**src/rtl/alu_op_pkg.sv**
```systemverilog
// ALU control encodings, RV32I opcode/funct7 constants and the issue payload type
// shared by the decode/issue stage and the execute-stage ALU.
package alu_op_pkg;

   localparam logic [3:0] ALU_ADD   = 4'b0000;
   localparam logic [3:0] ALU_SUB   = 4'b0001;
   localparam logic [3:0] ALU_OR    = 4'b0010;
   localparam logic [3:0] ALU_XOR   = 4'b0011;
   localparam logic [3:0] ALU_AND   = 4'b0100;
   localparam logic [3:0] ALU_SRL   = 4'b0101;
   localparam logic [3:0] ALU_SRA   = 4'b0110;
   localparam logic [3:0] ALU_SLL   = 4'b0111;
   localparam logic [3:0] ALU_SLTU  = 4'b1000;
   localparam logic [3:0] ALU_SLT   = 4'b1001;
   localparam logic [3:0] ALU_LUIB  = 4'b1010;
   localparam logic [3:0] ALU_SHL16 = 4'b1011;
   localparam logic [3:0] ALU_AUIPC = 4'b1100;

   localparam logic [6:0] OPC_OP    = 7'b0110011;
   localparam logic [6:0] OPC_OPIMM = 7'b0010011;
   localparam logic [6:0] OPC_LUI   = 7'b0110111;
   localparam logic [6:0] OPC_AUIPC = 7'b0010111;

   localparam logic [6:0] F7_BASE = 7'b0000000;
   localparam logic [6:0] F7_ALT  = 7'b0100000;

   typedef struct packed {
      logic [3:0] ctrl;
      logic       cmp_sel;
      logic [4:0] rd;
      logic       we;
      logic       illegal;
   } issue_ctl_t;

   // alt selects SUB for funct3 000 and SRA for funct3 101
   function automatic logic [3:0] f3_ctrl(input logic [2:0] f3, input logic alt);
      case (f3)
         3'b000:  return alt ? ALU_SUB : ALU_ADD;
         3'b001:  return ALU_SLL;
         3'b010:  return ALU_SLT;
         3'b011:  return ALU_SLTU;
         3'b100:  return ALU_XOR;
         3'b101:  return alt ? ALU_SRA : ALU_SRL;
         3'b110:  return ALU_OR;
         default: return ALU_AND;
      endcase
   endfunction

endpackage

```
**src/rtl/alu_op_decode.sv**
```systemverilog
// Combinational decode of OP/OP-IMM/LUI/AUIPC into ALU operands and issue controls.
// Illegal encodings produce zero operands, ADD control and no register write.
module alu_op_decode import alu_op_pkg::*; #(
   parameter int N = 32
) (
   input  logic [31:0]  instr_i,
   input  logic [N-1:0] pc_i,
   input  logic [N-1:0] rs1_i,
   input  logic [N-1:0] rs2_i,
   output logic [N-1:0] a_o,
   output logic [N-1:0] b_o,
   output issue_ctl_t   ctl_o
);

   logic [6:0]   opcode;
   logic [6:0]   funct7;
   logic [2:0]   funct3;
   logic [4:0]   rd;
   logic [N-1:0] imm_s;
   logic [N-1:0] shamt;
   logic [N-1:0] upper;
   logic         legal;
   logic         alt;
   logic [3:0]   ctrl;

   assign opcode = instr_i[6:0];
   assign rd     = instr_i[11:7];
   assign funct3 = instr_i[14:12];
   assign funct7 = instr_i[31:25];
   assign imm_s  = {{(N-12){instr_i[31]}}, instr_i[31:20]};
   assign shamt  = {{(N-5){1'b0}}, instr_i[24:20]};
   assign upper  = {{(N-20){1'b0}}, instr_i[31:12]};

   always_comb begin
      a_o   = '0;
      b_o   = '0;
      legal = 1'b1;
      alt   = 1'b0;
      ctrl  = ALU_ADD;
      ctl_o = '0;
      case (opcode)
         OPC_OP: begin
            a_o   = rs1_i;
            b_o   = rs2_i;
            alt   = (funct7 == F7_ALT);
            legal = (funct7 == F7_BASE) || (alt && (funct3 == 3'b000 || funct3 == 3'b101));
            ctrl  = f3_ctrl(funct3, alt);
         end
         OPC_OPIMM: begin
            a_o = rs1_i;
            b_o = imm_s;
            if (funct3 == 3'b001) begin
               b_o   = shamt;
               legal = (funct7 == F7_BASE);
            end else if (funct3 == 3'b101) begin
               b_o   = shamt;
               alt   = (funct7 == F7_ALT);
               legal = (funct7 == F7_BASE) || alt;
            end
            ctrl = f3_ctrl(funct3, alt);
         end
         OPC_LUI: begin
            b_o  = upper;
            ctrl = ALU_AUIPC;
         end
         OPC_AUIPC: begin
            a_o  = pc_i;
            b_o  = upper;
            ctrl = ALU_AUIPC;
         end
         default: legal = 1'b0;
      endcase
      if (!legal) begin
         a_o  = '0;
         b_o  = '0;
         ctrl = ALU_ADD;
      end
      ctl_o.ctrl    = ctrl;
      ctl_o.cmp_sel = legal && (ctrl == ALU_SLT || ctrl == ALU_SLTU);
      ctl_o.rd      = rd;
      ctl_o.we      = legal && (rd != 5'd0);
      ctl_o.illegal = !legal;
   end

endmodule

```
**src/rtl/alu_op_issue.sv**
```systemverilog
// ID/EX issue slot: 1-cycle latency, valid/ready both sides, flush kills everything.
// ALU_OP_ISSUE_SKID_EN adds a skid entry so in_ready is registered.
module alu_op_issue import alu_op_pkg::*; #(
   parameter int N = 32
) (
   input  logic         clk,
   input  logic         rst_n,
   input  logic         flush,
   input  logic         in_valid,
   output logic         in_ready,
   input  logic [31:0]  in_instr,
   input  logic [N-1:0] in_pc,
   input  logic [N-1:0] in_rs1,
   input  logic [N-1:0] in_rs2,
   output logic         ex_valid,
   input  logic         ex_ready,
   output logic [N-1:0] ex_a,
   output logic [N-1:0] ex_b,
   output logic [3:0]   ex_ctrl,
   output logic         ex_cmp_sel,
   output logic [4:0]   ex_rd,
   output logic         ex_we,
   output logic         ex_illegal
);

   logic [N-1:0] dec_a;
   logic [N-1:0] dec_b;
   issue_ctl_t   dec_ctl;

   logic         vld_d, vld_q;
   logic [N-1:0] a_d, a_q;
   logic [N-1:0] b_d, b_q;
   issue_ctl_t   ctl_d, ctl_q;
   logic         in_fire;
   logic         out_fire;

   alu_op_decode #(.N(N)) u_decode (
      .instr_i (in_instr),
      .pc_i    (in_pc),
      .rs1_i   (in_rs1),
      .rs2_i   (in_rs2),
      .a_o     (dec_a),
      .b_o     (dec_b),
      .ctl_o   (dec_ctl)
   );

   assign out_fire = vld_q && ex_ready;
   assign in_fire  = in_valid && in_ready && !flush;

`ifdef ALU_OP_ISSUE_SKID_EN
   logic         sk_vld_d, sk_vld_q;
   logic [N-1:0] sk_a_d, sk_a_q;
   logic [N-1:0] sk_b_d, sk_b_q;
   issue_ctl_t   sk_ctl_d, sk_ctl_q;

   // a full skid entry is the only reason to refuse input
   assign in_ready = !sk_vld_q;

   always_comb begin
      vld_d    = vld_q;
      a_d      = a_q;
      b_d      = b_q;
      ctl_d    = ctl_q;
      sk_vld_d = sk_vld_q;
      sk_a_d   = sk_a_q;
      sk_b_d   = sk_b_q;
      sk_ctl_d = sk_ctl_q;
      if (flush) begin
         vld_d    = 1'b0;
         sk_vld_d = 1'b0;
      end else if (sk_vld_q) begin
         if (out_fire) begin
            vld_d    = 1'b1;
            a_d      = sk_a_q;
            b_d      = sk_b_q;
            ctl_d    = sk_ctl_q;
            sk_vld_d = 1'b0;
         end
      end else if (in_fire) begin
         if (!vld_q || out_fire) begin
            vld_d = 1'b1;
            a_d   = dec_a;
            b_d   = dec_b;
            ctl_d = dec_ctl;
         end else begin
            sk_vld_d = 1'b1;
            sk_a_d   = dec_a;
            sk_b_d   = dec_b;
            sk_ctl_d = dec_ctl;
         end
      end else if (out_fire) begin
         vld_d = 1'b0;
      end
   end

   always_ff @(posedge clk or negedge rst_n) begin
      if (!rst_n) begin
         sk_vld_q <= 1'b0;
         sk_a_q   <= '0;
         sk_b_q   <= '0;
         sk_ctl_q <= '0;
      end else begin
         sk_vld_q <= sk_vld_d;
         sk_a_q   <= sk_a_d;
         sk_b_q   <= sk_b_d;
         sk_ctl_q <= sk_ctl_d;
      end
   end
`else
   assign in_ready = !vld_q || ex_ready;

   always_comb begin
      vld_d = vld_q;
      a_d   = a_q;
      b_d   = b_q;
      ctl_d = ctl_q;
      if (flush) begin
         vld_d = 1'b0;
      end else if (in_fire) begin
         vld_d = 1'b1;
         a_d   = dec_a;
         b_d   = dec_b;
         ctl_d = dec_ctl;
      end else if (out_fire) begin
         vld_d = 1'b0;
      end
   end
`endif

   always_ff @(posedge clk or negedge rst_n) begin
      if (!rst_n) begin
         vld_q <= 1'b0;
         a_q   <= '0;
         b_q   <= '0;
         ctl_q <= '0;
      end else begin
         vld_q <= vld_d;
         a_q   <= a_d;
         b_q   <= b_d;
         ctl_q <= ctl_d;
      end
   end

   assign ex_valid   = vld_q;
   assign ex_a       = a_q;
   assign ex_b       = b_q;
   assign ex_ctrl    = ctl_q.ctrl;
   assign ex_cmp_sel = ctl_q.cmp_sel;
   assign ex_rd      = ctl_q.rd;
   assign ex_we      = ctl_q.we;
   assign ex_illegal = ctl_q.illegal;

endmodule
```
**config.mk**
```make
export PLATFORM = sky130hd
export DESIGN_NAME = alu_op_issue
export DESIGN_NICKNAME = d
export VERILOG_FILES = /design/src/rtl/alu_op_pkg.sv /design/src/rtl/alu_op_decode.sv /design/src/rtl/alu_op_issue.sv
export SDC_FILE = /design/constraint.sdc
export NUM_CORES = 1
export LEC_CHECK = 0
export CAP_MARGIN = 20
export CORE_ASPECT_RATIO = 1.4
export CORE_MARGIN = 5
export CORE_UTILIZATION = 39
export CTS_BUF_LIST = sky130_fd_sc_hd__clkbuf_4
export CTS_CLUSTER_SIZE = 24
export DETAILED_ROUTE_END_ITERATION = 8
export PLACE_DENSITY = 0.87
export SETUP_SLACK_MARGIN = 0.4
export SLEW_MARGIN = 10
export SYNTH_ARGS = -nofsm -noshare
export SYNTH_HDL_FRONTEND = slang
export SYNTH_SLANG_ARGS = --single-unit
```
**constraint.sdc**
```tcl
create_clock -name clk -period 2.5 [get_ports clk]
set_input_delay 0.25 -clock clk [delete_from_list [all_inputs] [get_ports clk]]
set_output_delay 0.25 -clock clk [all_outputs]
set_load 0.005 [all_outputs]
```
After elaboration in Yosys (flattened, before gate mapping)
Cells that the tools add are included.
{"block": "totals", "regBits": 77, "in_bits": 133, "out_inout_bits": 78}
{"block": "classes", "n_eq_ne": 13, "mux": 23, "bitwise": 1, "reduce_logical": 21}
{"operator": "32-bit two-way mux", "n": 4}
{"operator": "32-bit case mux with 3 select lines", "n": 1}
{"operator": "32-bit case mux with 2 select lines", "n": 1}
{"operator": "4-bit case mux with 7 select lines", "n": 2}
{"operator": "7-bit by 6-bit equality test with 1-bit output, second input constant", "n": 3}
{"operator": "7-bit by 5-bit equality test with 1-bit output, second input constant", "n": 2}
{"operator": "4-bit case mux with 3 select lines", "n": 1}
{"operator": "1-bit two-way mux", "n": 10}
{"operator": "3-bit equality test, second input constant", "n": 3}
{"operator": "4-bit equality test, second input constant", "n": 2}
{"operator": "7-bit zero test", "n": 1}
{"operator": "3-bit by 2-bit equality test with 1-bit output, second input constant", "n": 2}
{"operator": "1-bit logical AND", "n": 6}
{"operator": "1-bit logical OR", "n": 5}
{"operator": "5-bit nonzero test", "n": 1}
{"operator": "2-bit two-way mux", "n": 2}
{"operator": "4-bit two-way mux", "n": 1}
{"operator": "2-bit OR reduction", "n": 2}
{"operator": "3-bit by 1-bit equality test with 1-bit output, second input constant", "n": 1}
{"operator": "1-bit zero test", "n": 3}
{"operator": "3-bit zero test", "n": 1}
{"operator": "1-bit case mux with 3 select lines", "n": 1}
{"operator": "3-bit nonzero test", "n": 1}
{"operator": "2-bit AND reduction", "n": 1}
{"operator": "1-bit inverter", "n": 1}

Depth between registers and ports, before layout
{"block": "depth", "word_depth": 11, "depth_mapped": 8, "depth_no_buf": 5}

Hierarchy
From an unflattened synthesis, not the netlist that was laid out.
{"block": "unflattened", "hier_cells": 389, "hier_area_um2": 4430.5}
{"mod": "alu_op_issue", "instances": 1, "cells_per_inst": 166, "area_per_inst_um2": 2892.8}
{"mod": "alu_op_decode", "instances": 1, "cells_per_inst": 223, "area_per_inst_um2": 1537.7}

Worst setup path before layout
No wires, ideal clock.
{"block": "synth_path", "path_kind": "register -> register", "startpoint": "register vld_q, in the netlist ex_valid", "endpoint": "register a_q[22], in the netlist ex_a[22]", "setup_time_ns": 0.066, "t_arrival_ns": 1.794, "slack_ns": 0.639, "stages_incl_launch_ff": 7, "path_buffers": 1, "synth_period_minus_slack_ns": 1.861, "path_cell_list": "dfrtp_1 nor2b_1 nor3b_2 nand2_1 nor3_2 clkbuf_1 a221o_1"}
{"block": "synth_via", "elab_chain_len": 5}
{"item": "from (decl)", "line_no": "alu_op_issue.sv:30", "text": "logic vld_d, vld_q;"}
{"item": "from (signal assigned)", "line_no": "alu_op_issue.sv:137", "text": "vld_q <= vld_d;"}
{"item": "1-bit zero test", "line_no": "alu_op_issue.sv:110", "text": "assign in_ready = !vld_q || ex_ready;"}
{"item": "1-bit logical OR", "line_no": "alu_op_issue.sv:110"}
{"item": "1-bit logical AND (2 in series)", "line_no": "alu_op_issue.sv:48", "text": "assign in_fire = in_valid && in_ready && !flush;"}
{"item": "2-bit AND reduction (no line)"}
{"item": "to (signal assigned)", "line_no": "alu_op_issue.sv:133", "text": "a_q <= '0;"}
{"item": "to (signal assigned)", "line_no": "alu_op_issue.sv:138", "text": "a_q <= a_d;"}
{"item": "to (decl)", "line_no": "alu_op_issue.sv:31", "text": "logic [N-1:0] a_d, a_q;"}
Every way passes these cells.
A chain may end at the register's enable or synchronous reset.

Worst setup path after layout
{"block": "layout_path", "startpoint": "input port in_instr[25]", "endpoint": "register b_q[20], in the netlist ex_b[20]"}
{"block": "layout_via", "elab_chain_len": 6, "word_cells_on_any_way": 9}
{"item": "from (decl)", "line_no": "alu_op_issue.sv:11", "text": "input logic [31:0] in_instr,"}
{"item": "7-bit by 6-bit equality test with 1-bit output or 7-bit zero test (tied branches)"}
{"item": "1-bit logical OR", "line_no": "alu_op_decode.sv:58", "text": "legal = (funct7 == F7_BASE) || alt;"}
{"item": "1-bit two-way mux", "line_no": "alu_op_decode.sv:55", "text": "end else if (funct3 == 3'b101) begin"}
{"item": "1-bit two-way mux", "line_no": "alu_op_decode.sv:52", "text": "if (funct3 == 3'b001) begin"}
{"item": "1-bit case mux with 3 select lines (*)", "line_no": "alu_op_decode.sv:41", "text": "case (opcode)"}
{"item": "32-bit two-way mux (*)", "line_no": "alu_op_decode.sv:73", "text": "if (!legal) begin"}
{"item": "to (signal assigned)", "line_no": "alu_op_issue.sv:134", "text": "b_q <= '0;"}
{"item": "to (signal assigned)", "line_no": "alu_op_issue.sv:139", "text": "b_q <= b_d;"}
{"item": "to (decl)", "line_no": "alu_op_issue.sv:32", "text": "logic [N-1:0] b_d, b_q;"}
Mark *: on every way between the ends. The rest lies on a longest branch, timed or not.

==> key figures <==
Run status
  – Outcome: completed

Global route
  – Met3 Usage GRT: just under 6%
  – Initial antenna violation count: 0
  – Total grt overflow: 0
  – First-pass GRT wire length: 19500 µm
  – Most used routing layer: met2
  – Vias in the first global route: 3767
  – Largest net degree at the start of global routing: between 70 and 80
  – Gr usage total: about a fifth
  – Met2 global-route usage: between 30% and 40%
  – GR Util met1: 23.9%

Power and ir drop
  – Sequential share of power: 50.0%
  – Int Pwr: 1.95 mW
  – PD cells: around 430 nW/µm²
  – Lkg Pwr: 2.58 nW
  – Gate power share: 17.7%
  – Sw power: between 0.6 and 0.7 mW
  – Sw Share: a little under a quarter
  – Peak VDD IR: approximately 0.30 mV
  – Power share of the clock group: ~32%
  – Total power: 2.57 mW

Detailed routing
  – Final WL: roughly 12000 µm
  – DRT antenna net count: 0
  – Initial DRC Count: approximately 140
  – Routed len/inst: about 18 µm
  – DR pass1 iterations: 4
  – Vias: roughly 3600
  – Vias per cell: 5.42
  – DRC Markers: 0

Floorplanning
  – Core area: 9080 µm²
  – IO Count: about 210
  – Starting Density: ~40%
  – Die area: around 11000 µm²
  – Row count: a little over 40
  – Chip height: around 120 µm
  – Die X: 91.6 µm

Yosys
  – Post-Syn Area: 3630 µm²
  – Synth Area per Inst: ~10 µm²
  – Distinct cell type count after synthesis: 43
  – Number of synthesized flops with an enable pin: 0
  – Top FF cell, synth: dfrtp_1
  – Asr flop ratio synth: 100%
  – Yosys reg bits: 77
  – Number of synthesis warnings: 0
  – Sequential element share of the synthesized area: between 50% and 60%
  – Syn Inst Count: around 350
  – Syn Nets: about 500

Timing
  – # setup viols final: 0
  – WHS: between 300 and 400 ps
  – Setup_tns: 0 ps
  – Worst setup margin: approximately 540 ps
  – Relative slew slack: about 36%
  – RSZ-0062 raised after global routing: false
  – Final Hold Viols: 0
  – Post-route minimum period: 1960 ps
  – Worst slew pin tran: roughly 960 ps
  – Final Max Tran Viols: 0
  – Fmax: 0.510 GHz
  – Fin crit share: between 70% and 80%
  – Clk_skew: between 15 and 20 ps

Final layout
  – Fraction of layout cells with a size suffix above 1: slightly above 8%
  – Area delta synth->final: 65.6%
  – Layout Nets: slightly below 700
  – N_diodes: 0
  – Fin area: approximately 6000 µm²

Critical path
  – Crit Path Max Fanout: 14
  – Crit Path Class: primary input to register
  – Worst Path Arrival: roughly 2300 ps
  – Required time of the critical path: ~2800 ps
  – R2r worst-path depth: 5
  – Crit end category: register
  – Worst R2R Setup Slack: just over 700 ps
  – Critical path startpoint category: primary input

Clocking
  – Worst skew pair latency: 430 ps
  – # clock sinks: 77
  – CTS Buffer Depth: 2
  – Htree depth: 3
  – Root Buffer: clkbuf_4
  – CTS tree: built
  – TritonCTS Buffers: 9
  – CTS clk-pin slew, worst paths: roughly 130 ps
  – Post CTS Setup Buffer Count: 0

Place
  – Dpl hpwl: 9360 µm
  – Final GP Congestion: just over 0.8
  – I/O Buffers: 210
  – Placed standard-cell area: 5860 µm²
  – DP Worst Slack: just over 60 ps

Run
  – Maxcap violations: 0

Hold path
  – Hold Path Depth: 3
  – Worst hold path type: primary input to register
-- cells by family (layout without fill, tap and decap cells) --
logic type | after synthesis | in the layout | synth area share (%)
DFF | 77 | 77 | 53.0
xor gates and xnor gates | 1 | 1 | 0.241
muxes | 5 | 5 | 1.38
AOI/OAI and AO/OA | 114 | 114 | 23.6
buffers and inverters | 30 | 242 | 3.82
and+or+nand+nor | 126 | 126 | 17.9
-- per-layer routing --
| layer | routed length (µm) | share of wire, % |
|---|---|---|
| met5 | 0 | 0 |
| met4 | 231 | 1.9 |
| met3 | 1020 | 8.2 |
| met2 | 6600 | 53 |
| met1 | 4530 | 37 |
-- through the flow --
| step | std cells | util, % |
|---|---|---|
| finish | 672 | 66.3 |
| global placement | 656 | 64.5 |
| floorplan | 353 | - |
| CTS | 672 | 66.3 |
| detailed placement | 656 | 64.5 |
| global route | 672 | 66.3 |
-- final cells by class --
type	instances	area, µm²
inverters	3	11.3
multi-input cells	246	1570
repair buffers	224	2220
well taps	107	134
clock inverters	5	76.3
clock buffers	10	75.1
flip-flops and latches	77	1930
fillers	697	3060
-- worst paths after layout --
path,startpoint,to
setup / recovery,in_instr[25],ex_b[20]
hold / removal,in_instr[8],ex_rd[1]
setup reg to reg,ex_valid,ex_b[20]
hold reg to reg,ex_cmp_sel,ex_cmp_sel
max in group asynchronous,rst_n,ex_a[26]
min in group asynchronous,rst_n,ex_rd[4]
-- registers in the layout, indices dropped and copies added (netlist names) --
name,cells
ex_b,32
ex_valid,1
ex_ctrl,4
ex_rd,5
ex_cmp_sel,1
ex_a,32
ex_we,1
ex_illegal,1
-- synth_stat cells (2+ instances only) --
| cell type | instances | area (µm²) |
|---|---|---|
| buf_1 | 2 | 7.51 |
| a32o_1 | 2 | 20.0 |
| inv_1 | 2 | 7.51 |
| buf_2 | 6 | 30.0 |
| nor3_4 | 2 | 32.5 |
| a221oi_1 | 6 | 52.6 |
| or2_2 | 2 | 12.5 |
| nor2_1 | 22 | 82.6 |
| mux2i_1 | 5 | 50.1 |
| o21ai_2 | 9 | 78.8 |
| o21a_1 | 2 | 15.0 |
| a21oi_1 | 28 | 140 |
| and2_1 | 33 | 206 |
| o21ai_0 | 13 | 65.1 |
| nand2b_1 | 3 | 18.8 |
| o31ai_1 | 14 | 105 |
| a221o_1 | 32 | 320 |
| dfrtp_1 | 77 | 1930 |
| nand2_1 | 52 | 195 |
| clkbuf_1 | 15 | 56.3 |
| nor2b_1 | 2 | 12.5 |
| buf_4 | 3 | 22.5 |
-- power groups by stage --
stage / Clock (mW) / Combinational, mW / Sequential, mW
floorplan: 0 / 0.117 / 1.31
global placement: 0 / 0.446 / 1.30
detailed placement: 0 / 0.455 / 1.31
CTS: 0.850 / 0.458 / 1.28
global route: 0.902 / 0.488 / 1.29
finish: 0.830 / 0.454 / 1.28
-- cells in the final DEF, fill, tap and decap left out, types with 2 or more instances in the layout --
cell | Yosys | routed
clkdlybuf4s50_1 | 0 | 209
dfrtp_1 | 77 | 77
nand2_1 | 52 | 52
and2_1 | 33 | 33
a221o_1 | 32 | 32
a21oi_1 | 28 | 28
nor2_1 | 22 | 22
o31ai_1 | 14 | 14
o21ai_0 | 13 | 13
buf_4 | 3 | 13
clkbuf_4 | 0 | 10
o21ai_2 | 9 | 9
a221oi_1 | 6 | 6
mux2i_1 | 5 | 5
nand2b_1 | 3 | 3
nor3_4 | 2 | 3
nor2b_1 | 2 | 2
inv_1 | 2 | 2
clkinv_1 | 1 | 2
or2_2 | 2 | 2
a32o_1 | 2 | 2
o21a_1 | 2 | 2
bufinv_16 | 0 | 2
-- repair_timing --
action	CTS	global route
endpoints found under the hold margin	49	0
endpoints found under the setup margin	0	0
hold buffers	1	0
gates resized for setup	0	0
-- worst max-delay path: stages --
cell	delay [ps]
clkdlybuf4s50_1	450
or4_4	570
nor3_4	210
a21oi_2	120
or3_4	460
o21ai_0	230
(Power assumes the default switching activity.)
